===== src/rtl/vfifo_multi_channel_fifo_pkg.sv =====
// vfifo_multi_channel_fifo_pkg: shared defaults and size helpers for the multi-channel FIFO
package vfifo_multi_channel_fifo_pkg;
    localparam int DEF_DATA_WIDTH    = 8;
    localparam int DEF_CH_ADDR_WIDTH = 4;
    localparam int DEF_CH_SEL_WIDTH  = 2;
    localparam int DEF_AFULL_LEVEL   = 12;

    function automatic int depth_of(input int addr_width);
        return 1 << addr_width;
    endfunction
endpackage


===== src/rtl/vfifo_multi_channel_fifo_ram.sv =====
// vfifo_mc_ram_sdp: simple dual-port RAM with synchronous write and registered, enabled read
module vfifo_mc_ram_sdp #(
    parameter int DATA_WIDTH = 8,
    parameter int ADDR_WIDTH = 6
) (
    input  logic                  clk,
    input  logic                  rst,
    input  logic                  wr_en,
    input  logic [ADDR_WIDTH-1:0] wr_addr,
    input  logic [DATA_WIDTH-1:0] wr_data,
    input  logic                  rd_en,
    input  logic [ADDR_WIDTH-1:0] rd_addr,
    output logic [DATA_WIDTH-1:0] rd_data
);
    logic [DATA_WIDTH-1:0] mem [2**ADDR_WIDTH];

    // storage array is never reset
    always_ff @(posedge clk)
        if (wr_en) mem[wr_addr] <= wr_data;

    // output register holds its value between accepted reads
    always_ff @(posedge clk or negedge rst)
        if (!rst) rd_data <= '0;
        else if (rd_en) rd_data <= mem[rd_addr];
endmodule


===== src/rtl/vfifo_multi_channel_fifo.sv =====
// vfifo_multi_channel_fifo: NR_CH logical FIFOs sharing one RAM, one fixed region per channel
module vfifo_multi_channel_fifo
    import vfifo_multi_channel_fifo_pkg::*;
#(
    parameter int DATA_WIDTH    = DEF_DATA_WIDTH,
    parameter int CH_ADDR_WIDTH = DEF_CH_ADDR_WIDTH,
    parameter int CH_SEL_WIDTH  = DEF_CH_SEL_WIDTH,
    parameter int AFULL_LEVEL   = DEF_AFULL_LEVEL,
    localparam int NR_CH        = depth_of(CH_SEL_WIDTH),
    localparam int DEPTH        = depth_of(CH_ADDR_WIDTH)
) (
    input  logic                     clk,
    input  logic                     rst,
    input  logic                     wr_en,
    input  logic [CH_SEL_WIDTH-1:0]  wr_ch,
    input  logic [DATA_WIDTH-1:0]    wr_data,
    input  logic                     rd_en,
    input  logic [CH_SEL_WIDTH-1:0]  rd_ch,
    output logic [DATA_WIDTH-1:0]    rd_data,
    output logic                     rd_valid,
    output logic [NR_CH-1:0]         full,
    output logic [NR_CH-1:0]         empty,
    output logic [NR_CH-1:0]         almost_full,
    output logic [CH_ADDR_WIDTH:0]   rd_level,
    output logic                     err_ovf,
    output logic                     err_udf
);
    localparam int CW = CH_ADDR_WIDTH + 1;

    logic [NR_CH-1:0][CH_ADDR_WIDTH-1:0] wptr_all, rptr_all;
    logic [NR_CH-1:0][CW-1:0]            cnt_all;
    logic                                wr_acc, rd_acc;

    assign wr_acc   = wr_en & ~full[wr_ch];
    assign rd_acc   = rd_en & ~empty[rd_ch];
    assign rd_level = cnt_all[rd_ch];

    for (genvar i = 0; i < NR_CH; i++) begin : g_ch
        logic [CH_ADDR_WIDTH-1:0] wptr, rptr;
        logic [CW-1:0]            cnt;
        logic                     wi, ri;
        assign wi = wr_acc && (wr_ch == CH_SEL_WIDTH'(i));
        assign ri = rd_acc && (rd_ch == CH_SEL_WIDTH'(i));
        // per-channel pointers wrap naturally; count nets out a same-cycle write and read
        always_ff @(posedge clk or negedge rst)
            if (!rst) begin
                wptr <= '0;
                rptr <= '0;
                cnt  <= '0;
            end else begin
                wptr <= wptr + CH_ADDR_WIDTH'(wi);
                rptr <= rptr + CH_ADDR_WIDTH'(ri);
                cnt  <= cnt + CW'(wi) - CW'(ri);
            end
        assign wptr_all[i]    = wptr;
        assign rptr_all[i]    = rptr;
        assign cnt_all[i]     = cnt;
        assign empty[i]       = cnt == '0;
        assign full[i]        = cnt == CW'(DEPTH);
        assign almost_full[i] = cnt >= CW'(AFULL_LEVEL);
    end

    // read strobe and rejection pulses, all one cycle after the request
    always_ff @(posedge clk or negedge rst)
        if (!rst) begin
            rd_valid <= 1'b0;
            err_ovf  <= 1'b0;
            err_udf  <= 1'b0;
        end else begin
            rd_valid <= rd_acc;
            err_ovf  <= wr_en & full[wr_ch];
            err_udf  <= rd_en & empty[rd_ch];
        end

    vfifo_mc_ram_sdp #(
        .DATA_WIDTH(DATA_WIDTH),
        .ADDR_WIDTH(CH_SEL_WIDTH + CH_ADDR_WIDTH)
    ) u_ram (
        .clk    (clk),
        .rst    (rst),
        .wr_en  (wr_acc),
        .wr_addr({wr_ch, wptr_all[wr_ch]}),
        .wr_data(wr_data),
        .rd_en  (rd_acc),
        .rd_addr({rd_ch, rptr_all[rd_ch]}),
        .rd_data(rd_data)
    );
endmodule

===== config.mk =====
export PLATFORM = sky130hd
export DESIGN_NAME = vfifo_multi_channel_fifo
export DESIGN_NICKNAME = d
export VERILOG_FILES = /design/src/rtl/vfifo_multi_channel_fifo_pkg.sv /design/src/rtl/vfifo_multi_channel_fifo_ram.sv /design/src/rtl/vfifo_multi_channel_fifo.sv
export SDC_FILE = /design/constraint.sdc
export NUM_CORES = 1
export LEC_CHECK = 0
export ABC_CLOCK_PERIOD_IN_PS = 10500
export CORE_UTILIZATION = 40
export DETAILED_ROUTE_END_ITERATION = 6
export MAX_ROUTING_LAYER = met4
export PLACE_DENSITY = 0.61
export RECOVER_POWER = 100
export SETUP_SLACK_MARGIN = 0.2
export SKIP_CTS_REPAIR_TIMING = 1
export SLEW_MARGIN = 20
export SYNTH_ARGS = -nofsm -noshare
export SYNTH_HDL_FRONTEND = slang
export SYNTH_SLANG_ARGS = --single-unit

===== constraint.sdc =====
create_clock -name clk -period 10.5 [get_ports clk]
set_clock_uncertainty 0.2 [all_clocks]
set_input_delay 2.1 -clock clk [delete_from_list [all_inputs] [get_ports clk]]
set_output_delay 2.1 -clock clk [all_outputs]
set_load 0.02 [all_outputs]

==> metrics.cfg <==
[yosys]
syn_nets=1654
avgSynthCellArea_um2=15.1
syn_area_um2=24100
ys_seq_area_share_pct=70.4
synth_flop_cell=edfxtp_1
synth_edf_count=512
ys_ff_latch=575
netlist_instances=1593
yosysWarnings=0
yosysTopAreaCellShare_pct=63.9
ys_top_cells_by_count=512 x edfxtp_1, 239 x nand2_1, 101 x nor2_1, 88 x mux2i_1, 83 x nand3_1
synth.area.top_cells=edfxtp_1 64%, dfrtp_1 6.6%, mux4_2 4.5%
synth_area_leader_cell=edfxtp_1
ys_async_sr_fraction_pct=11.0
synth.distinct_cells=60
yosysMostFrequentCell=edfxtp_1

[setup_path]
cp-start-kind=primary input
path_buf_inv=3
path_common_cell=dlygate4sd3_1
criticalPathCategory=in2out
rr_worst_depth=8
crit_path_cell_trace=dlygate4sd3_1, clkbuf_1, mux4_2, dlygate4sd3_1
cp.required_ns=8.20
reg2reg_slack_ns=6.03
critPathSlowestCell=clkbuf_1
cp.depth=4
max_stage_delay_ns=1.17
crit_fanout=29
endpoint_kind=output port
arrival_ns=5.09
path_delay_family=buffers and inverters

[grt]
grtUsageMet3_pct=3.21
grt_max_degree=79
grt_pass1_vias=13700
use_met2_pct=30.5
grt_pass1_wl_um=88200
gr-usage-all-layers_pct=20.2
antenna_found_initial=0
use_met1_pct=27.7
grt-ovfl-total=0
top_usage_layer=met2

[clocking]
cts.sinks=575
cts_buffers=57
clk_pin_slew_ns=0.06
cts_tree=done
root_buffer=clkbuf_16
cts.path.max_buffers=3
htreeDepth=2
clk_latency_ns=0.61

[timing]
period_minus_slack_ns=7.39
setup_viol=0
slew_headroom_pct=-151
max_freq_mhz=135
rsz0062_at_grt=false
setup_tns_ns=0
holdWs_ns=0.293
hold_viol=0
max_slew.worst_pin.slew_ns=3.76
slew_violations=614
min_period_over_period_pct=70.4
setup_slack_ns=3.11

[layout]
fillCellCount=5244
final_cells=2453
diodes=0
area_growth_pct=11.3
finalNetCount=1699
drive_gt1_share_pct=9.58

[floorplan]
start_util_pct=40.6
rows=89
ios=44
fp.coreArea_um2=59200
die_w_um=247
die-area_um2=61100
die_h_um=247

[detailed_routing]
drtIter0Drc=1144
vias_per_cell=5.56
routed_wl_um=58400
drt-wirelength-per-cell_um=23.8
drc=0
dr.pass1.iters=6
final_antenna_net_count=0
vias=13600

[placed_design]
io_buffers=43
dp.cells=2352
hpwl_um=35900
gp_congestion=0.869
dp_worst_setup_slack_ns=4.10

[outcome]
status=complete, but fails checks
violations=max-capacitance violations, max-slew violations

[run]
cap_violations=10

[min_path]
hp-class=reg2reg
hold_depth=1

[power]
ir_drop_mv=0.137
seqPwrFrac_pct=41.2
p_int_w=0.00456
total_power_w=0.00694
power.leakage_nw=9.20
p_per_area_nw_per_um2=259
switching_share_pct=34.2
switching_power_w=0.00237
pwr-share-comb_pct=31.1
clockPowerShare_pct=27.6

area by class of cell:
cell class                      instances  area, um^2  share of cell area, %
Sequential cell                       575       17000                   63.3
Multi-Input combinational cell        904        6510                   24.3
Clock buffer                           83        1570                   5.85
Tap cell                              773         967                   3.61
Timing Repair Buffer                   62         488                   1.82
Clock inverter                         18         144                  0.538
Inverter                               38         143                  0.533
stage by stage:
stage                     area, um^2  util, %
final                          26800     45.2
after global routing           26800     45.2
after CTS                      26800     45.3
after detailed placement       25100     42.4
after global placement         25100     42.4
after floorplan                24100        -
routing by layer:
metal / share of wire (%) / routed length (um) / up-vias
met1: 44 / 25900 / 6930
met2: 46 / 26900 / 471
met5: 0 / 0 / -
li1: - / - / 6123
met3: 6.4 / 3760 / 109
met4: 3.2 / 1890 / 0
power groups by stage:
stage                     clock (W)  sequential, W  combinational (W)
after floorplan                   0        0.00284            0.00158
after global placement            0        0.00290            0.00216
after detailed placement          0        0.00290            0.00218
after CTS                   0.00195        0.00286            0.00219
after global routing        0.00203        0.00288            0.00235
final                       0.00192        0.00286            0.00216
kinds of logic (layout without fill, tap and decap cells):
group                    count (synthesis)  count (layout)  share of synthesized area (%)
adder cells (fa/ha/maj)                 45              45                           2.46
flip-flops                             575             575                           70.4
AO/OA/AOI/OAI                          155             155                           4.85
AND/OR/NAND/NOR                        518             518                           9.61
XOR/XNOR                                35              35                           1.27
buffers and inverters                  114             201                           2.44
multiplexers                           151             151                           8.91
registers in the layout, indices dropped and copies added, names as in the netlist:
signal,flops
g_ch.wptr,16
rd_valid,1
u_ram.mem,512
err_udf,1
g_ch.cnt,20
g_ch.rptr,16
u_ram.rd_data,8
err_ovf,1
worst reg2reg max path: stages, from the launching register on:
cell and delay [ns]:
dfrtp_1 0.79, mux4_4 0.79, buf_4 0.67, mux2i_1 0.19, mux2_2 0.30, a32o_1 0.23, a221o_1 0.32, a221oi_1 0.70
o32a_1 0.23
path summary, 6_finish.rpt:
kind,end,startpoint
max in group asynchronous,u_ram.rd_data[2],rst
hold reg to reg,g_ch[2].wptr[2],g_ch[2].wptr[2]
setup reg to reg,u_ram.rd_data[5],g_ch[3].rptr[2]
min in group asynchronous,g_ch[3].cnt[1],rst
setup / recovery,rd_level[3],rd_ch[0]
hold / removal,g_ch[2].wptr[2],g_ch[2].wptr[2]
cell usage in the layout, fill, tap and decap left out, drive strengths merged, types with 19 or more instances in the layout:
master	n
a31oi	30
dfrtp	63
nor2	102
ha	41
buf	19
mux2i	90
mux4	48
nand3	83
clkbuf	93
nor2b	30
inv	40
xnor2	21
a211oi	21
nand2	239
edfxtp	512
a21oi	28
dlygate4sd3	30
(Power assumes the default switching activity.)
